### src/rtl/seg_display_scheduler_pkg.sv
// rtl/seg_display_scheduler_pkg.sv - shared types and constants for the seven-segment display scheduler
package seg_display_scheduler_pkg;

    typedef enum logic [1:0] {
        ST_IDLE    = 2'd0,
        ST_SHOW    = 2'd1,
        ST_HANDOFF = 2'd2
    } state_e;

    localparam logic [15:0] MAX_DISPLAY = 16'd9999;
    localparam logic [15:0] THR_4DIG    = 16'd1000;
    localparam logic [15:0] THR_3DIG    = 16'd100;
    localparam logic [15:0] THR_2DIG    = 16'd10;

    function automatic logic [15:0] clamp_display(input logic [15:0] v);
        return (v > MAX_DISPLAY) ? MAX_DISPLAY : v;
    endfunction

    // Leading-zero blanking; the rightmost digit is always lit so zero shows "0".
    function automatic logic [3:0] digit_mask(input logic [15:0] v);
        if (v >= THR_4DIG) return 4'b1111;
        if (v >= THR_3DIG) return 4'b0111;
        if (v >= THR_2DIG) return 4'b0011;
        return 4'b0001;
    endfunction

endpackage

### src/rtl/seg_rr_pick.sv
// rtl/seg_rr_pick.sv - combinational round-robin first-set-bit search starting at a pointer
module seg_rr_pick #(
    parameter int N  = 3,
    parameter int IW = 2
) (
    input  logic [N-1:0]  req_i,
    input  logic [IW-1:0] ptr_i,
    output logic [N-1:0]  onehot_o,
    output logic [IW-1:0] idx_o,
    output logic          found_o
);

    int            j;
    logic [IW-1:0] j_idx;

    always_comb begin
        onehot_o = '0;
        idx_o    = '0;
        found_o  = 1'b0;
        j        = 0;
        j_idx    = '0;
        for (int k = 0; k < N; k++) begin
            j     = (int'(ptr_i) + k) % N;
            j_idx = IW'(j);
            if (!found_o && req_i[j_idx]) begin
                found_o         = 1'b1;
                idx_o           = j_idx;
                onehot_o[j_idx] = 1'b1;
            end
        end
    end

endmodule

### src/rtl/seg_display_scheduler.sv
// rtl/seg_display_scheduler.sv - round-robin owner of the 4-digit display with dwell, clamp, blanking and blink
module seg_display_scheduler
    import seg_display_scheduler_pkg::*;
#(
    parameter int NUM_REQ    = 3,
    parameter int DWELL_CYC  = 25_000_000,
    parameter int BLINK_HALF = 6_250_000
) (
    input  logic                   clk_i,
    input  logic                   rst_ni,
    input  logic [NUM_REQ-1:0]     req_i,
    input  logic [16*NUM_REQ-1:0]  value_i,
    input  logic [NUM_REQ-1:0]     blink_en_i,
    output logic [NUM_REQ-1:0]     grant_o,
    output logic                   active_o,
    output logic [3:0]             num3_o,
    output logic [3:0]             num2_o,
    output logic [3:0]             num1_o,
    output logic [3:0]             num0_o,
    output logic [3:0]             mask_o
);

    localparam int IW = (NUM_REQ > 1) ? $clog2(NUM_REQ) : 1;
    localparam int DW = (DWELL_CYC > 1) ? $clog2(DWELL_CYC) : 1;
    localparam int BW = $clog2(2 * BLINK_HALF);

    localparam logic [DW-1:0] DWELL_LAST = DW'(DWELL_CYC - 1);
    localparam logic [DW-1:0] DWELL_ONE  = DW'(1);
    localparam logic [BW-1:0] BLINK_LAST = BW'(2 * BLINK_HALF - 1);
    localparam logic [BW-1:0] BLINK_OFF  = BW'(BLINK_HALF);
    localparam logic [BW-1:0] BLINK_ONE  = BW'(1);
    localparam logic [IW-1:0] OWNER_LAST = IW'(NUM_REQ - 1);
    localparam logic [IW-1:0] OWNER_ONE  = IW'(1);

    state_e               state_q;
    logic [NUM_REQ-1:0]   grant_q;
    logic [IW-1:0]        owner_q;
    logic [IW-1:0]        rr_q;
    logic [DW-1:0]        dwell_q;
    logic [BW-1:0]        blink_q;
    logic [15:0]          num_q;
    logic [3:0]           mask_q;
    logic                 active_q;

    logic [15:0]          vals [NUM_REQ];
    logic [NUM_REQ-1:0]   pick_onehot;
    logic [IW-1:0]        pick_idx;
    logic                 pick_found;
    logic [15:0]          pick_val_d;
    logic [15:0]          owner_val_d;
    logic [BW-1:0]        blink_d;
    logic [IW-1:0]        rr_d;
    logic                 others_waiting;
    logic                 blink_off;
    logic                 release_owner;

    seg_rr_pick #(
        .N  (NUM_REQ),
        .IW (IW)
    ) u_pick (
        .req_i    (req_i),
        .ptr_i    (rr_q),
        .onehot_o (pick_onehot),
        .idx_o    (pick_idx),
        .found_o  (pick_found)
    );

    always_comb begin
        for (int i = 0; i < NUM_REQ; i++) begin
            vals[i] = value_i[16*i +: 16];
        end
    end

    always_comb begin
        pick_val_d     = clamp_display(vals[pick_idx]);
        owner_val_d    = clamp_display(vals[owner_q]);
        others_waiting = |(req_i & ~grant_q);
        blink_d        = (blink_q == BLINK_LAST) ? '0 : blink_q + BLINK_ONE;
        blink_off      = (blink_d >= BLINK_OFF) && blink_en_i[owner_q];
        rr_d           = (owner_q == OWNER_LAST) ? '0 : owner_q + OWNER_ONE;
        // Owner dropping its request overrides any dwell still owed to it.
        release_owner  = !req_i[owner_q] || (others_waiting && (dwell_q == DWELL_LAST));
    end

    always_ff @(posedge clk_i or negedge rst_ni) begin
        if (!rst_ni) begin
            state_q  <= ST_IDLE;
            grant_q  <= '0;
            owner_q  <= '0;
            rr_q     <= '0;
            dwell_q  <= '0;
            blink_q  <= '0;
            num_q    <= '0;
            mask_q   <= '0;
            active_q <= 1'b0;
        end else begin
            case (state_q)
                ST_IDLE, ST_HANDOFF: begin
                    if (pick_found) begin
                        state_q  <= ST_SHOW;
                        grant_q  <= pick_onehot;
                        owner_q  <= pick_idx;
                        active_q <= 1'b1;
                        num_q    <= pick_val_d;
                        mask_q   <= digit_mask(pick_val_d);
                        dwell_q  <= '0;
                        blink_q  <= '0;
                    end else begin
                        state_q <= ST_IDLE;
                    end
                end
                ST_SHOW: begin
                    if (release_owner) begin
                        // Blank gap cycle; pointer moves past the releasing owner.
                        state_q  <= ST_HANDOFF;
                        grant_q  <= '0;
                        active_q <= 1'b0;
                        num_q    <= '0;
                        mask_q   <= '0;
                        dwell_q  <= '0;
                        rr_q     <= rr_d;
                    end else begin
                        num_q   <= owner_val_d;
                        mask_q  <= blink_off ? 4'b0000 : digit_mask(owner_val_d);
                        blink_q <= blink_d;
                        if (!others_waiting)
                            dwell_q <= '0;
                        else if (dwell_q != DWELL_LAST)
                            dwell_q <= dwell_q + DWELL_ONE;
                    end
                end
                default: begin
                    state_q  <= ST_IDLE;
                    grant_q  <= '0;
                    active_q <= 1'b0;
                    num_q    <= '0;
                    mask_q   <= '0;
                end
            endcase
        end
    end

    assign grant_o  = grant_q;
    assign active_o = active_q;
    assign num3_o   = num_q[15:12];
    assign num2_o   = num_q[11:8];
    assign num1_o   = num_q[7:4];
    assign num0_o   = num_q[3:0];
    assign mask_o   = mask_q;

endmodule

### config.mk
export PLATFORM = sky130hd
export DESIGN_NAME = seg_display_scheduler
export DESIGN_NICKNAME = d
export VERILOG_FILES = /design/src/rtl/seg_display_scheduler_pkg.sv /design/src/rtl/seg_rr_pick.sv /design/src/rtl/seg_display_scheduler.sv
export SDC_FILE = /design/constraint.sdc
export NUM_CORES = 1
export LEC_CHECK = 0
export CAP_MARGIN = 20
export CELL_PAD_IN_SITES_DETAIL_PLACEMENT = 1
export CELL_PAD_IN_SITES_GLOBAL_PLACEMENT = 1
export CORE_MARGIN = 10
export CORE_UTILIZATION = 45
export DETAILED_ROUTE_END_ITERATION = 12
export GPL_TIMING_DRIVEN = 0
export PLACE_DENSITY_LB_ADDON = 0.1
export SYNTH_ARGS = -nofsm -noshare
export SYNTH_HDL_FRONTEND = slang
export SYNTH_SLANG_ARGS = --single-unit
### constraint.sdc
create_clock -name clk_i -period 7.53 [get_ports clk_i]
set_input_delay 1.1295 -clock clk_i [delete_from_list [all_inputs] [get_ports clk_i]]
set_output_delay 1.1295 -clock clk_i [all_outputs]
set_load 0.05 [all_outputs]
== Yosys cells after proc, flatten, opt, wreduce, memory -nomap -nowiden ==
Index checks and enable logic that the tools add are counted.
Widths: inputs -> output; s select.

* Logic and storage cells: 166
* Register bits: 79
* Output and inout port bits: 24

* Add/sub/neg operators: 5
* Muxes and demuxes: 95
* Equality and inequality tests: 10
* Divide/modulo/power cells: 3
* Bitwise logic cells: 6
* Reduce and logical (&&, ||, !) cells: 20
* Order comparisons: 18

{| class="wikitable"
|+ Operator list
! operator !! count
|-
| $mux 16 || 8
|-
| $mux 25 || 4
|-
| $mux 24 || 3
|-
| $bmux 16 s2 || 2
|-
| $mod 32x3->32 const B || 2
|-
| $mux 4 || 15
|-
| $pmux 25 s2 || 1
|-
| $pmux 24 s2 || 1
|-
| $mux 1 || 38
|-
| $ge 16x10->1 const B || 2
|-
| $ge 16x4->1 const B || 2
|-
| $ge 16x7->1 const B || 2
|-
| $gt 16x14->1 const B || 2
|-
| $mod 3x3->32 const B || 1
|-
| $pmux 16 s2 || 1
|-
| $add 25x1->25 const B || 1
|-
| $eq 25x25->1 const B || 1
|-
| $ne 25x25->1 const B || 1
|-
| $add 24x1->24 const B || 1
|-
| $eq 24x24->1 const B || 1
|-
| $ge 24x23->1 const B || 1
|-
| $mux 3 || 5
|-
| $lt 2x3->1 const B || 4
|-
| $bmux 1 s2 || 5
|-
| other kinds (28) || 53
|}

== Logic depth before layout (Yosys ltp) ==
Gate-level depths: netlist of the first run.

* Word-level depth: 32
* Mapped depth: 15
* Depth with buffers taken out: 11

== Modules after synthesis ==
Synthesis of the first run repeated with hierarchy kept, for this count alone.

* Cell total of the unflattened synthesis: 677
* Area, all modules: 5602.9 sq um

{| class="wikitable"
|+ Modules (own cells, without submodules)
! module !! area an instance (sq um) !! instances !! cells an instance
|-
| seg_display_scheduler || 5255.0 || 1 || 624
|-
| seg_rr_pick || 347.8 || 1 || 53
|}

== Worst setup path after synthesis of the first run ==
No wires, ideal clock.

* Kind: input-to-reg
* Start: input port req_i[0]
* End: register mask_q[2], in the netlist mask_o[2]
* Data required time: 7.399 ns
* Cell stages on the path: 10
* Path buffers: 1
* Setup slack: 4.188 ns
* Arrival: 3.211 ns
* Path through: nand2b_1 > or3_1 > a21o_1 > and2_1 > buf_2 > mux2i_1 > nor4_2 > nor4b_2 > a211oi_1 > or3_1

* Longest elaborated chain between the ends: 26
* Elaborated cells on any way between the ends: 53
* Those cells by class: order compare (4); eq/ne (1); mux (38); bitwise (2); reduce/logical (8)

{| class="wikitable"
|+ Ends and longest elaborated chain
! element !! line !! source
|-
| start: declaration || seg_display_scheduler.sv:11 || <nowiki>input logic [NUM_REQ-1:0] req_i,</nowiki>
|-
| $bmux 1 s2 || seg_rr_pick.sv:25 || <nowiki>if (!found_o && req_i[j_idx]) begin</nowiki>
|-
| $mux 1 (implied by the code) || seg_rr_pick.sv:25 ||
|-
| $mux 1 || seg_rr_pick.sv:25 ||
|-
| $logic_not 1->1 || seg_rr_pick.sv:25 ||
|-
| $logic_and 1x1->1 || seg_rr_pick.sv:25 ||
|-
| $mux 1 || seg_rr_pick.sv:25 ||
|-
| $logic_not 1->1 || seg_rr_pick.sv:25 ||
|-
| $logic_and 1x1->1 || seg_rr_pick.sv:25 ||
|-
| [10 not listed] || -- ||
|-
| $mux 1 || seg_display_scheduler_pkg.sv:22 || <nowiki>if (v >= THR_3DIG) return 4'b0111;</nowiki>
|-
| $mux 1 || seg_display_scheduler.sv:99 || <nowiki>if (pick_found) begin</nowiki>
|-
| $mux 1 || seg_display_scheduler.sv:97 || <nowiki>case (state_q)</nowiki>
|-
| $mux 4 || seg_display_scheduler_pkg.sv:24 || <nowiki>return 4'b0001;</nowiki>
|-
| $mux 4 || seg_display_scheduler_pkg.sv:23 || <nowiki>if (v >= THR_2DIG) return 4'b0011;</nowiki>
|-
| $mux 4 || seg_display_scheduler_pkg.sv:22 ||
|-
| $mux 4 || seg_display_scheduler.sv:99 ||
|-
| $pmux 4 s2 || seg_display_scheduler.sv:97 ||
|-
| end signal: assignment || seg_display_scheduler.sv:105 || <nowiki>mask_q <= digit_mask(pick_val_d);</nowiki>
|-
| end signal: assignment || seg_display_scheduler.sv:124 || <nowiki>mask_q <= blink_off ? 4'b0000 : digit_mask(owner_val_d);</nowiki>
|-
| end: declaration || seg_display_scheduler.sv:42 || <nowiki>logic [3:0] mask_q;</nowiki>
|}

Several ways; a longest one is shown, not always the timed one. The select of a mux whose other input is x is not followed.
A chain may end at the register's enable or synchronous reset.

== Worst setup path after layout of the first run ==
* Start: input port req_i[1]
* End: register blink_q[21]

* Longest elaborated chain between the ends: 11
* Elaborated cells on any way between the ends: 23
* Those cells by class: eq/ne (2); mux (11); bitwise (1); reduce/logical (9)

{| class="wikitable"
|+ Ends and longest elaborated chain
! element !! line !! source
|-
| $bmux 1 s2 || seg_rr_pick.sv:25 ||
|-
| $mux 1 (implied by the code) || seg_rr_pick.sv:25 ||
|-
| $mux 1 || seg_rr_pick.sv:25 ||
|-
| $logic_not 1->1 || seg_rr_pick.sv:25 ||
|-
| $logic_and 1x1->1 || seg_rr_pick.sv:25 ||
|-
| $mux 1 || seg_rr_pick.sv:25 ||
|-
| $logic_not 1->1 || seg_rr_pick.sv:25 ||
|-
| $logic_and 1x1->1 || seg_rr_pick.sv:25 ||
|-
| $mux 1 || seg_rr_pick.sv:25 ||
|-
| $ne 2x2->1 (no line) || -- ||
|-
| $reduce_and 3->1 (no line) (*) || -- ||
|-
| end signal: assignment || seg_display_scheduler.sv:125 || <nowiki>blink_q <= blink_d;</nowiki>
|-
| end: declaration || seg_display_scheduler.sv:40 || <nowiki>logic [BW-1:0] blink_q;</nowiki>
|}

Mark *: on every way between the ends. The rest lies on a longest branch, timed or not. The select of a mux whose other input is x is not followed.

==> impl_metrics.json, run 1 <==
{
  "vias_per_cell": 6.17,
  "crit_arrival_ns": 5.12,
  "final-hold-violation-count": 0,
  "critPathKind": "input pin to flip-flop",
  "crit_path_max_fanout": 10,
  "hold_buffers": 0,
  "drive_gt1_frac": 0.0724,
  "antenna_left": 0,
  "gp_congestion": 0.917,
  "grt_pass1_vias": 6385,
  "synth_area_mm2": 0.00574,
  "cts_root_buf": "clkbuf_16",
  "ys_seq_area_frac": 0.345,
  "cts_resized": 0,
  "numPortBuffers": 79,
  "ir_worst_vdd_mv": 0.251,
  "ys_dominant_reg_cell": "dfrtp_1",
  "cts_buffer_depth": 2,
  "die_x_um": 133,
  "syn_area_per_cell_um2": 8.14,
  "grt_usage": 0.230,
  "fin_skew_ns": 0.00970,
  "syn-num-nets": 767,
  "worst_pin_slew_ns": 1.05,
  "place_ws_ns": 2.40,
  "start_util": 0.457,
  "synth-seq-cells": 79,
  "cp-end-kind": "flip-flop",
  "hold_path_class": "flip-flop to flip-flop",
  "max_slew_margin": 0.293,
  "rows": 41,
  "grt_pass1_wl_mm": 33.7,
  "wl_per_cell_um": 21.0,
  "crit_required_ns": 7.79,
  "async_flop_share": 1.00,
  "synth_edf_count": 0,
  "power.leakage_uw": 0.00279,
  "drv_slew": 0,
  "place_inst": 957,
  "setup_ws_ns": 2.67,
  "ys_warn_count": 0,
  "status": "complete, no violations",
  "setup-violations-final": 0,
  "die_y_um": 133,
  "maxCapViolations": 0,
  "overflow": 0,
  "antenna_found_initial": 0,
  "ioPinCount": 80,
  "core_area_mm2": 0.0126,
  "die-area_mm2": 0.0177,
  "clk_pin_slew_ns": 0.07,
  "grt_start_max_net_pins": 45,
  "routed_wirelength_mm": 20.4,
  "htreeDepth": 3,
  "rsz0062_at_grt": "false",
  "fin_crit_ns": 4.86,
  "drt-pass1-iter-count": 5,
  "fin_nets": 858,
  "synth.distinct_cells": 68,
  "drc": 0,
  "fin_crit_sh": 0.646,
  "final_cells": 973,
  "num_antenna_cells": 0,
  "cts_tree": "yes",
  "drt_iter0_markers": 443,
  "cp-start-kind": "input pin",
  "insertion_delay_ns": 0.35,
  "p_per_area_mw_per_mm2": 376,
  "clock.fmax_mhz": 206,
  "area_delta_synth_final_pct": 23.3,
  "cts.sinks": 79,
  "setup_tns_ns": 0,
  "cts_setup_buffers": 0,
  "place.detailed.hpwl_mm": 15.3,
  "cts-buffers-inserted": 9,
  "vias": 6005,
  "syn_inst": 705
}
layout by cell type (no fill, tap or decap), types with 7 or more instances in the layout:
cell type and count:
xor2_1 9, nor2_1 70, o21ai_0 86, dfrtp_1 79, buf_2 10, o31ai_1 21, nand3_1 31, or3_1 7
a31oi_1 8, nand2b_1 7, inv_1 17, nand4_1 11, o221ai_2 7, and2_1 7, a21oi_1 36, clkbuf_1 24
nor2b_1 7, and3_1 15, o41ai_1 8, nor3_1 19, nand2_1 83, clkdlybuf4s50_1 78, mux2i_1 32, a21o_1 8
clkbuf_16 9
critical path: stages:
cell and delay, ns:
clkdlybuf4s50_1 0.70, inv_1 0.11, o221ai_1 0.57, nand2_1 0.12, o41ai_1 0.77, nor2_1 0.40
nor2_1 0.50, clkbuf_1 0.51, o21ai_0 0.21, o31ai_1 0.10
flip-flops by register name, indices dropped and copies added, names as in the netlist:
register  count
owner_q       2
grant_o       3
rr_q          2
num_q        16
dwell_q      25
blink_q      24
active_o      1
mask_o        4
state_q       2
kinds of logic (layout without fill, tap and decap cells):
family | after synthesis | after routing | share of synthesized area
multiplexers | 35 | 35 | 0.0621
buffers and inverters | 59 | 155 | 0.0467
adder cells (fa/ha/maj) | 6 | 6 | 0.0131
XOR/XNOR | 15 | 15 | 0.0229
AO/OA/AOI/OAI | 226 | 226 | 0.265
flip-flops | 79 | 79 | 0.345
AND/OR/NAND/NOR | 285 | 285 | 0.246
synth_stat cells (6+ instances only):
cell	count	area (µm²)
nand3_1	31	155
o21ai_0	86	430
a21oi_1	36	180
dfrtp_1	79	1980
nor2b_1	7	43.8
nand4_1	11	68.8
nor2_1	70	263
buf_2	10	50.1
xor2_1	9	78.8
nand2b_1	7	43.8
a31oi_1	8	50.1
and2_1	7	43.8
o41ai_1	8	70.1
mux2i_1	32	320
and3_1	15	93.8
ha_1	6	75.1
o221ai_2	7	105
inv_1	17	63.8
xnor2_1	6	52.6
or3_1	7	43.8
nand2_1	83	312
o31ai_1	21	158
a21o_1	8	60.1
clkbuf_1	24	90.1
nor3_1	19	95.1
final timing paths:
path                            from          end  slack, ns  depth (start not counted)
min                        num_q[14]    num_q[14]       0.49                          1
min in group asynchronous     rst_ni   owner_q[1]       0.76                          1
max in group asynchronous     rst_ni  blink_q[15]       6.17                          2
min reg2reg                num_q[14]    num_q[14]       0.49                          1
max                         req_i[1]  blink_q[21]       2.67                         10
max reg2reg                  rr_q[0]  blink_q[21]       3.44                         11
metrics by stage:
step / total power [µW] / hold WS [ns] / instance area (µm²) / utilization
after floorplan: 1650 / 0.452 / 5740 / -
after global placement: 2140 / 0.478 / 6740 / 0.537
after detailed placement: 2190 / 0.483 / 6770 / 0.539
after CTS: 2650 / 0.499 / 7080 / 0.563
after global routing: 2830 / 0.518 / 7080 / 0.563
final: 2660 / 0.495 / 7080 / 0.563
report_power, final:
group / total (µW) / switching (µW) / internal (µW)
logic: 1640 / 1110 / 525
registers: 567 / 64.2 / 503
clock network: 454 / 187 / 267
total: 2660 / 1370 / 1300
routing by layer:
metal  routed length, µm  part of all wire  track usage
met5                   0                 0            0
met4                 376             0.018       0.0685
met3                 780             0.038       0.0348
met2               10200              0.50        0.395
met1                9070              0.44        0.290
layout make-up:
cell class | count | area, µm²
Buffer | 42 | 204
Clock buffer | 10 | 239
Clock inverter | 6 | 67.6
Fill cell | 1527 | 5490
Inverter | 17 | 63.8
Multi-Input combinational cell | 567 | 3490
Sequential cell | 79 | 1980
Tap cell | 172 | 215
Timing Repair Buffer | 80 | 816
Note: power is estimated with default switching activity, not from simulation.
==> run 2, diff against run 1 <==
- CORE_UTILIZATION: 45 -> 42
- clock period: 7.53 -> 4.7 ns (I/O delays scaled with it)
==> impl_metrics.json, run 2 (synthesis results as in run 1) <==
{
  "drive_gt1_frac": 0.0724,
  "start_util": 0.432,
  "drt-pass1-iter-count": 5,
  "multi_input_area_mm2": 0.00350,
  "highest_layer": "met4",
  "insertion_delay_ns": 0.35,
  "cts_root_buf": "clkbuf_16",
  "cts-buffers-inserted": 9,
  "cp-end-kind": "flip-flop",
  "setup-violations-final": 0,
  "routed_wirelength_mm": 20.7,
  "cts_tree": "yes",
  "area_delta_synth_final_pct": 23.0,
  "grt_pass1_wl_mm": 33.5,
  "vias_per_cell": 6.09,
  "hold_buffers": 0,
  "p_int_uw": 2020,
  "rsz0062_at_grt": "false",
  "drt_iter0_markers": 411,
  "drc": 0,
  "place.detailed.hpwl_mm": 15.7,
  "dr_wl_met2_mm": 10.2,
  "maxCapViolations": 0,
  "drv_slew": 0,
  "fin_nets": 858,
  "nFillCells": 1627,
  "cts_setup_buffers": 0,
  "cts.sinks": 79,
  "cp-start-kind": "input pin",
  "die_y_um": 137,
  "met3_length_um": 950,
  "p_per_area_mw_per_mm2": 595,
  "grt_pass1_vias": 6309,
  "final-hold-violation-count": 0,
  "clk_pin_slew_ns": 0.07,
  "layout_commonest_cell": "o21ai_0",
  "wl_per_cell_um": 21.2,
  "reg.largest.list": "dwell_q (25), blink_q (24), num_q (16)",
  "fin_crit_ns": 4.32,
  "antenna_left": 0,
  "worst_pin_slew_ns": 0.839,
  "gp_congestion": 0.914,
  "wl_met1_mm": 9.17,
  "cts_buffer_depth": 2,
  "antenna_found_initial": 0,
  "fin_skew_ns": 0.0111,
  "core_area_mm2": 0.0133,
  "p_sw_uw": 2180,
  "overflow": 0,
  "htreeDepth": 3,
  "largest_reg_flops": 25,
  "num_antenna_cells": 0,
  "seq_power_share": 0.214,
  "crit_path_max_fanout": 10,
  "critPathKind": "input pin to flip-flop",
  "reg2reg_depth": 11,
  "power.leakage_uw": 0.00278,
  "top_register": "dwell_q",
  "ir_worst_vdd_mv": 0.288,
  "rows": 42,
  "total_power_uw": 4200,
  "layout_common_cells": "o21ai_0, nand2_1, dfrtp_1",
  "max_slew_margin": 0.438,
  "swShare": 0.519,
  "numPortBuffers": 79,
  "pwr-share-clk": 0.159,
  "postLayoutCoreUtil": 0.531,
  "die_x_um": 137,
  "crit_arrival_ns": 4.57,
  "ioPinCount": 80,
  "grt_usage": 0.224,
  "cts_resized": 0,
  "grt_start_max_net_pins": 69,
  "vias": 5954,
  "status": "complete, no violations",
  "crit_required_ns": 4.95,
  "die-area_mm2": 0.0187,
  "fin_crit_sh": 0.920,
  "comb_power_share": 0.627,
  "seq_area_mm2": 0.00198,
  "hold_path_class": "input pin to asynchronous set/reset pin",
  "clock.fmax_mhz": 231
}
## run 2: cell types whose count changed in the layout (fill, tap and decap cells not counted), sizes merged
cell	change
clkinv	+1
inv	-1
bufinv	-1
clkbuf	+1
## run 2: final timing paths
path	slack (ns)	start	to
worst max-delay path	0.38	req_i[1]	blink_q[20]
worst min-delay path	0.18	rst_ni	num_q[11]
worst max register to register	0.79	rr_q[0]	blink_q[20]
worst min register to register	0.49	num_q[14]	num_q[14]
max in group asynchronous	3.92	rst_ni	blink_q[16]
min in group clk_i	0.49	num_q[14]	num_q[14]
## run 2: power groups by stage
stage,logic [µW],registers (µW),clock network (µW)
after floorplan,1450,1190,0
after global placement,2550,906,0
after detailed placement,2610,911,0
after CTS,2620,900,672
after global routing,2850,916,698
final,2630,900,668
## run 2: layer usage
layer  vias to the layer above  global-route usage
met3                        28              0.0466
li1                       2790                   -
met4                         0              0.0632
met2                       124               0.379
met1                      3012               0.282
met5                         -                   0
## run 2: through the flow
stage	hold slack, ns	setup WS (ns)	instance area, µm²	setup TNS, ns	instances
detailed placement	0.470	-0.226	6770	-3.65	961
CTS	0.189	0.0970	7050	0	977
global placement	0.470	-0.156	6750	-5.30	960
floorplan	0.409	1.62	5740	0	705
global route	0.198	0.156	7060	0	977
finish	0.185	0.377	7060	0	977
## run 2: worst max-delay path, stage by stage
cell	delay (ns)
clkdlybuf4s50_1	0.66
inv_1	0.13
o221ai_1	0.63
nand2_1	0.16
o41ai_2	0.60
nor2_1	0.33
nor2_1	0.55
clkbuf_1	0.50
o21ai_0	0.20
o31ai_1	0.10
## run 2: final cells by class
type                    count  area share
clock buffers              11      0.0344
flip-flops and latches     79       0.280
clock inverters             5     0.00479
well taps                 176      0.0312
inverters                  17     0.00904
repair buffers             80       0.116
plain buffers              42      0.0289
multi-input cells         567       0.496
==> run 3, diff against run 2 <==
- CELL_PAD_IN_SITES_DETAIL_PLACEMENT: 1 -> default
- CELL_PAD_IN_SITES_GLOBAL_PLACEMENT: 1 -> default
- CORE_UTILIZATION: 42 -> 55
- PLACE_DENSITY: default -> 0.8
- PLACE_DENSITY_LB_ADDON: 0.1 -> default
==> impl_metrics.json, run 3 (synthesis results as in run 1) <==
{
  "insertion_delay_ns": 0.37,
  "cts_tree": "yes",
  "crit_path_max_fanout": 10,
  "worstPathCellList": "clkdlybuf4s50_1 > inv_1 > o221ai_1 > nand2_1 > o41ai_1 > nor2_1 > nor2_1 > clkbuf_1 > o21ai_0 > o41ai_1",
  "largest_reg_flops": 25,
  "setup-violations-final": 0,
  "drt-pass1-iter-count": 6,
  "clock.fmax_mhz": 244,
  "drc": 0,
  "reg.largest.list": "dwell_q (25), blink_q (24), num_q (16)",
  "vias_per_cell": 6.40,
  "overflow": 0,
  "place.detailed.hpwl_mm": 13.3,
  "slowest_delay_ns": 0.76,
  "setup_tns_ns": 0,
  "antenna_left": 0,
  "p_per_area_mw_per_mm2": 576,
  "setup_ws_ns": 0.603,
  "rsz0062_at_grt": "false",
  "crit_required_ns": 4.93,
  "place_ws_ns": 0.267,
  "drive_gt1_frac": 0.0724,
  "area_delta_synth_final_pct": 20.8,
  "cts_setup_buffers": 0,
  "slowest_stage": "o41ai_1",
  "vias": 6000,
  "top_register": "dwell_q",
  "drt_iter0_markers": 705,
  "hold_buffers": 0,
  "core_area_mm2": 0.0102,
  "rows": 37,
  "cts_root_buf": "clkbuf_8",
  "multi_input_area_mm2": 0.00349,
  "final-hold-violation-count": 0,
  "die_x_um": 122,
  "layout_commonest_cell": "o21ai_0",
  "fin_nets": 858,
  "htreeDepth": 3,
  "ioPinCount": 80,
  "drv_slew": 0,
  "seq_area_mm2": 0.00198,
  "final_cells": 937,
  "place_inst": 921,
  "start_util": 0.561,
  "cp-start-kind": "input pin",
  "layout_common_cells": "o21ai_0, nand2_1, dfrtp_1",
  "ir_worst_vdd_mv": 0.474,
  "nFillCells": 860,
  "numPortBuffers": 79,
  "fin_crit_ns": 4.10,
  "hold_path_class": "input pin to asynchronous set/reset pin",
  "fin_crit_sh": 0.872,
  "grt_pass1_vias": 5841,
  "wl_per_cell_um": 19.2,
  "grt_usage": 0.239,
  "cp_num_buf_inv": 3,
  "die-area_mm2": 0.0149,
  "fin_skew_ns": 0.0132,
  "cp-end-kind": "flip-flop",
  "crit_arrival_ns": 4.33,
  "power.leakage_uw": 0.00274,
  "die_y_um": 122,
  "routed_wirelength_mm": 18.0,
  "cts.sinks": 79,
  "grt_start_max_net_pins": 49,
  "cts_buffer_depth": 2,
  "cts-buffers-inserted": 9,
  "path_delay_family": "compound AO/OA/AOI/OAI gates",
  "grt_pass1_wl_mm": 29.3,
  "worst_pin_slew_ns": 0.933,
  "max_slew_margin": 0.373,
  "status": "complete, no violations",
  "maxCapViolations": 0,
  "gp_congestion": 0.951,
  "clk_pin_slew_ns": 0.10,
  "cts_resized": 0,
  "critPathKind": "input pin to flip-flop",
  "antenna_found_initial": 0,
  "num_antenna_cells": 0
}
[run 3: changes by cell type in the layout (fill, tap and decap cells not counted)]
| cell | previous run | this run |
|---|---|---|
| clkbuf_8 | 1 | 10 |
| bufinv_16 | 0 | 1 |
| clkbuf_16 | 9 | 0 |
| clkinv_2 | 2 | 1 |
| o41ai_2 | 1 | 0 |
| inv_6 | 0 | 1 |
| o41ai_1 | 7 | 8 |
| clkbuf_1 | 25 | 24 |
[run 3: worst paths after layout]
| check | slack (ns) | cells after the start | endpoint | startpoint |
|---|---|---|---|---|
| worst max-delay path | 0.60 | 10 | blink_q[8] | req_i[1] |
| worst min-delay path | 0.27 | 1 | dwell_q[4] | rst_ni |
| worst max register to register | 0.87 | 11 | blink_q[8] | rr_q[0] |
| worst min register to register | 0.49 | 1 | num_q[15] | num_q[15] |
| max in group asynchronous | 3.84 | 2 | mask_o[0] | rst_ni |
| min in group clk_i | 0.49 | 1 | num_q[15] | num_q[15] |
[run 3: area by class of cell]
class,instances,share of cell area
flip-flops and latches,79,0.285
clock buffers,10,0.0199
inverters,17,0.00921
multi-input cells,567,0.504
well taps,136,0.0246
repair buffers,80,0.118
clock inverters,6,0.00975
plain buffers,42,0.0294
[run 3: where the power goes]
| part | switching (µW) | internal (µW) |
|---|---|---|
| sequential | 99.0 | 805 |
| clock | 277 | 262 |
| combinational | 1710 | 842 |
[run 3: metrics by stage]
stage / power [µW] / instance area, µm² / util / hold WS (ns)
6_report: 3990 / 6930 / 0.677 / 0.268
5_1_grt: 4240 / 6930 / 0.677 / 0.310
4_1_cts: 3960 / 6930 / 0.677 / 0.290
3_5_place_dp: 3420 / 6720 / 0.657 / 0.477
3_3_place_gp: 3370 / 6700 / 0.655 / 0.471
2_1_floorplan: 2640 / 5740 / - / 0.409
[run 3: per-layer routing]
metal  GRT usage  routed length (µm)
met1       0.315                7880
met2       0.385                8650
met3      0.0444                1170
met4      0.0832                 334
met5           0                   0
==> RTL edit 1: new RTL, config.mk and constraints of run 1 <==
Change the parameter `BLINK_HALF` from 6_250_000 to 25_000_000.
--- a/src/rtl/seg_display_scheduler.sv
+++ b/src/rtl/seg_display_scheduler.sv
@@ -5,5 +5,5 @@
     parameter int NUM_REQ    = 3,
     parameter int DWELL_CYC  = 25_000_000,
-    parameter int BLINK_HALF = 6_250_000
+    parameter int BLINK_HALF = 25_000_000
 ) (
     input  logic                   clk_i,
Behaviour: no difference found for any inputs over 4 cycles, from zero or initial values and one cycle with rst_ni low; that may be too few to reach the edited logic, so the function may still have changed.
==> RTL edit 1 against run 1 <==
- final area is 0.48% higher
- total power is 1.9% higher
- worst setup slack better by 0.69 ns
- sequential power is 2% higher
- non-clock buffer count is 1 higher
- area after synthesis is 1.2% higher
- wire length is 1.2% higher
- sequential cell count is 2 higher
- critical path type unchanged
- largest power group unchanged
==> RTL edit 1: results (changes against run 1) <==
[global_route]
grt_max_degree=68  ; +51%
grt_pass1_wl_mm=34.1  ; +1.3%
grt_pass1_vias=6225  ; -2.5%
antenna_found_initial=0  ; unchanged
track_usage=0.233  ; +0.00287

[power]
ir_drop_uv=223  ; -11%
leakage_uw=0.00277  ; -0.87%

[cts]
cts_buffer_depth=2  ; unchanged
h-tree-depth=3  ; unchanged
path_clk_slew_ns=0.06
cts-root-buf=clkbuf_16
cts_buffers=9  ; unchanged
cts-resized-gates=0  ; unchanged
cts_setup_buffers=0  ; unchanged
clkLatencyLatePin_ns=0.35  ; about the same

[worst_setup_path]
r2r_slack_ns=3.86  ; +0.42 ns
cp_slowest_cell=clkdlybuf4s50_1
crit_family=compound AO/OA/AOI/OAI gates
r2r-start=rr_q[0]$_DFFE_PN0P_
cp_slowest_stage_delay_ns=0.58  ; -0.19 ns
ff2ff_path_depth=14  ; +3
r2r-end=num_q[9]$_DFFE_PN0P_
arrival_ns=4.39  ; -0.73 ns
path_max_fanout=10  ; unchanged

[route]
drtPass1Iterations=5  ; unchanged
met2_wirelength_mm=10.2  ; +0.18%
dr_wl_met3_um=991  ; +27%
viasPerCell=6.21  ; +0.63%
maxUsedRoutingLayer=met4
drtIter0Drc=443  ; unchanged
avgRoutedWirePerCell_um=21.2  ; +1.2%
met1_length_mm=9.09  ; +0.22%

[outcome]
outcome=complete, no violations

[min_path]
hold_path.startpoint=blink_q[5]$_DFFE_PN0P_
worstHoldEndpoint=blink_q[5]$_DFFE_PN0P_
hold_path.class=flop to flop
min_path_cells=1  ; unchanged

[layout]
nets=858  ; unchanged
reg.largest.list=blink_q x26, dwell_q x25, num_q x16
layout-drive-gt1-share=0.0737  ; +0.00125
fill_cells=1576  ; +3.2%
n_antenna_cell=0  ; unchanged

[yosys]
yosysWarnings=0  ; unchanged
synthTopCellsByCount=nor2_1 (82), dfrtp_1 (81), o21ai_0 (79)
syn_nets=768  ; +0.13%
yosysSeqAreaShare=0.349  ; +0.00461
synth_ff_type=dfrtp_1
synth_area_leaders=dfrtp_1 (35%), o21ai_0 (6.8%), nor2_1 (5.3%)
synthArstFlopShare=1.00  ; unchanged
synth_cell_types=72  ; +5.9%

[placed_design]
gp_congestion=0.907  ; -1.1%
port_buffers=78  ; -1.3%
dpl.hpwl_mm=15.8  ; +3.3%

[timing]
skew_ns=0.0114  ; +0.00166 ns
slew-limit-headroom=0.429  ; +0.137

-- RTL edit 1: changes by cell type in the layout (fill, tap and decap cells not counted), sizes merged, moves of 7 or more --
| cell | before | now |
|---|---|---|
| nand2 | 83 | 68 |
| nor2 | 70 | 82 |
| a22oi | 4 | 15 |
| mux2i | 33 | 24 |
| o221ai | 9 | 0 |
| xnor2 | 6 | 15 |
| and3 | 15 | 8 |
| nor3 | 19 | 12 |
| o21ai | 87 | 80 |
-- RTL edit 1: worst max-delay path by stage --
stage / from / endpoint / cells past startpoint / slack [ns]
after floorplan: req_i[2] / num_q[9]$_DFFE_PN0P_ / 12 / 4.04
after global placement: rst_ni / dwell_q[22]$_DFFE_PN0P_ / 1 / 2.36
after detailed placement: req_i[1] / num_q[9]$_DFFE_PN0P_ / 13 / 3.06
after CTS: req_i[1] / num_q[9]$_DFFE_PN0P_ / 13 / 3.41
after global routing: req_i[1] / blink_q[23]$_DFFE_PN0P_ / 10 / 3.14
final: req_i[1] / num_q[9]$_DFFE_PN0P_ / 13 / 3.36
-- RTL edit 1: logic make-up (layout without fill, tap and decap cells) --
group,count (synthesis),count (layout),synth area share
and+or+nand+nor,291,291,0.254
buffers and inverters,61,156,0.0478
AOI/OAI and AO/OA,209,209,0.237
DFF,81,81,0.349
adders and majority gates,6,6,0.0129
muxes,32,32,0.0595
xor gates and xnor gates,26,26,0.0392
-- RTL edit 1: report_power, final --
| part | internal (uW) | switching (uW) |
|---|---|---|
| Combinational | 576 | 1130 |
| Clock | 234 | 188 |
| Sequential | 517 | 63.6 |
-- RTL edit 1: layer usage --
metal,vias to the layer above,track usage
met5,-,0
met4,0,0.0677
met3,26,0.0440
met2,160,0.393
met1,3071,0.294
li1,2786,-
-- RTL edit 1: per-stage QoR --
step | cell area, um2 | setup WS [ns] | util | hold slack (ns) | std cells
floorplan | 5810 | 4.04 | - | 0.456 | 706
global placement | 6800 | 2.36 | 0.539 | 0.472 | 956
detailed placement | 6830 | 3.06 | 0.541 | 0.487 | 957
CTS | 7110 | 3.41 | 0.563 | 0.498 | 973
global route | 7110 | 3.14 | 0.563 | 0.519 | 973
finish | 7110 | 3.36 | 0.563 | 0.494 | 973
-- RTL edit 1: layout make-up --
class / count / area, um2 / area share
Buffer: 44 / 214 / 0.0301
Clock buffer: 11 / 243 / 0.0341
Clock inverter: 5 / 40.0 / 0.00563
Inverter: 17 / 63.8 / 0.00898
Multi-Input combinational cell: 564 / 3500 / 0.492
Sequential cell: 81 / 2030 / 0.285
Tap cell: 172 / 215 / 0.0303
Timing Repair Buffer: 79 / 806 / 0.113
==> RTL edit 2: new RTL, config.mk and constraints of run 1 <==
Made on the original files. Re-encode `state_e` (3 states) as one-hot, 3 bits wide.
--- a/src/rtl/seg_display_scheduler_pkg.sv
+++ b/src/rtl/seg_display_scheduler_pkg.sv
@@ -2,8 +2,8 @@
 package seg_display_scheduler_pkg;
 
-    typedef enum logic [1:0] {
-        ST_IDLE    = 2'd0,
-        ST_SHOW    = 2'd1,
-        ST_HANDOFF = 2'd2
+    typedef enum logic [2:0] {
+        ST_IDLE    = 3'b001,
+        ST_SHOW    = 3'b010,
+        ST_HANDOFF = 3'b100
     } state_e;
 
Check against the original RTL: same outputs for any inputs over 4 cycles, from zero or initial values and one cycle with rst_ni low; so few cycles prove little.
==> RTL edit 2 against run 1 <==
- total power grew 1.9%
- wire length increased by 5.3%
- sequential cell count is 1 higher
- worst hold slack got worse by 0.00060 ns
- sequential power down 0.7%
- clock power grew 3%
- combinational power is 2% higher
- via count about the same
- worst setup slack gained 0.45 ns
- final area increased by 2.2%
- maximum frequency rose by 10%
- critical path depth increased by 1
- synthesized cell count is 2.4% lower
- area after synthesis up 2.7%
- critical path type unchanged
- critical endpoint is now num_q[7]$_DFFE_PN0P_
- largest power group unchanged
==> RTL edit 2: results (changes against run 1) <==
[placed_design]
dpl.hpwl_mm=16.0  ; +4.1%
gp_congestion=0.927  ; +1.2%
port_buffers=78  ; -1.3%

[layout]
layout-drive-gt1-share=0.0932  ; +0.0208
n_antenna_cell=0  ; unchanged
nets=840  ; -2.1%
reg.largest.list=dwell_q x25, blink_q x24, num_q x16
largest_reg_flops=25  ; unchanged

[yosys]
synth_xor_area_frac=0.0327  ; +0.00979
synthTopCellsByCount=dfrtp_1 (79), nand2_1 (75), nor2_1 (67), o21ai_0 (67), a21oi_1 (29)
yosysWarnings=0  ; unchanged
synth_area_leaders=dfrtp_1 (34%), o21ai_0 (5.7%), nand2_1 (4.8%)
synth_fa_ha_area_frac=0.0127  ; -0.000350
synth_cell_types=85  ; +25%
synth_mux_area_frac=0.0783  ; +0.0162
syn_nets=750  ; -2.2%
synth_compound_area_frac=0.245  ; -0.0202
yosysSeqAreaShare=0.340  ; -0.00476
synthArstFlopShare=1.00  ; unchanged

[cts]
cts-resized-gates=0  ; unchanged
h-tree-depth=3  ; unchanged
cts_setup_buffers=0  ; unchanged
path_clk_slew_ns=0.07  ; about the same
cts-root-buf=clkbuf_16
clkLatencyLatePin_ns=0.34
cts_buffers=9  ; unchanged
cts_buffer_depth=2  ; unchanged

[power]
leakage_uw=0.00290  ; +3.8%
switching_share=0.498  ; -0.0154
ir_drop_uv=142  ; -43%

[global_route]
track_usage=0.234  ; +0.00424
antenna_found_initial=0  ; unchanged
overflow=0  ; unchanged
grt_pass1_wl_mm=34.5  ; +2.5%
grt_pass1_vias=6377  ; -0.13%
grt_max_degree=56  ; +24%

[route]
drtIter0Drc=345  ; -22%
wl_mm=21.5  ; +5.3%
vias=6001  ; -0.067%
drtPass1Iterations=5  ; unchanged

[worst_setup_path]
path_max_fanout=10  ; unchanged
arrival_ns=4.62  ; -0.50 ns

[timing]
worst_slew_pin_slew_ns=0.948  ; -0.104 ns
skew_ns=0.00747  ; -0.00224 ns

[outcome]
outcome=complete, no violations

[min_path]
hold_path.class=flop to flop

RTL edit 2: kinds of logic after synthesis:
logic type      after synthesis
compound gates              200
xor+xnor                     22
fa+ha+maj                     6
buf+inv                      57
flops                        80
mux                          40
simple gates                283
RTL edit 2: final timing paths:
kind                       cells after the start                 endpoint  slack [ns]                 start
max reg2reg                                   13     num_q[7]$_DFFE_PN0P_        3.65   rr_q[0]$_DFFE_PN0P_
min reg2reg                                    2     num_q[2]$_DFFE_PN0P_        0.49  num_q[2]$_DFFE_PN0P_
min in group asynchronous                      1  dwell_q[14]$_DFFE_PN0P_        0.71                rst_ni
max in group asynchronous                      2    num_q[12]$_DFFE_PN0P_        6.22                rst_ni
max                                           11     num_q[7]$_DFFE_PN0P_        3.12              req_i[1]
min                                            2     num_q[2]$_DFFE_PN0P_        0.49  num_q[2]$_DFFE_PN0P_
RTL edit 2: cell type report:
class                      count  area, um2
tap                          172        215
multi-input combinational    551       3620
buffer                        37        198
fill                        1549       5490
clock buffer                  12        267
timing repair buffer          79        806
sequential                    80       2000
clock inverter                 4       51.3
inverter                      20       75.1
RTL edit 2: layer usage:
metal	vias up	global-route usage	part of all wire
met4	0	0.0859	0.024
met5	-	0	0
met1	3015	0.272	0.42
met2	203	0.424	0.52
li1	2734	-	-
met3	49	0.0352	0.041
RTL edit 2: power groups by stage:
stage / Sequential, uW / Combinational, uW / Clock (uW)
global placement: 565 / 1590 / 0
detailed placement: 570 / 1640 / 0
floorplan: 706 / 989 / 0
finish: 563 / 1680 / 468
CTS: 562 / 1660 / 474
global route: 571 / 1790 / 490
RTL edit 2: critical path: stages:
cell and delay (ns):
clkdlybuf4s50_1 0.71, mux2i_2 0.20, o2bb2ai_2 0.34, o22ai_2 0.22, a211oi_4 0.55, a32oi_1 0.29
or3_4 0.40, o211ai_4 0.32, or2_1 0.18, buf_6 0.15, o221ai_2 0.12
RTL edit 2: stage by stage:
step | cell area [um2] | util | hold WS [ns] | worst slack, ns | cells
after floorplan | 5900 | - | 0.453 | 4.02 | 688
after CTS | 7230 | 0.569 | 0.498 | 3.17 | 955
after global placement | 6890 | 0.542 | 0.464 | 2.34 | 938
after detailed placement | 6920 | 0.544 | 0.477 | 2.83 | 939
after global routing | 7230 | 0.569 | 0.531 | 2.99 | 955
final | 7230 | 0.569 | 0.494 | 3.12 | 955
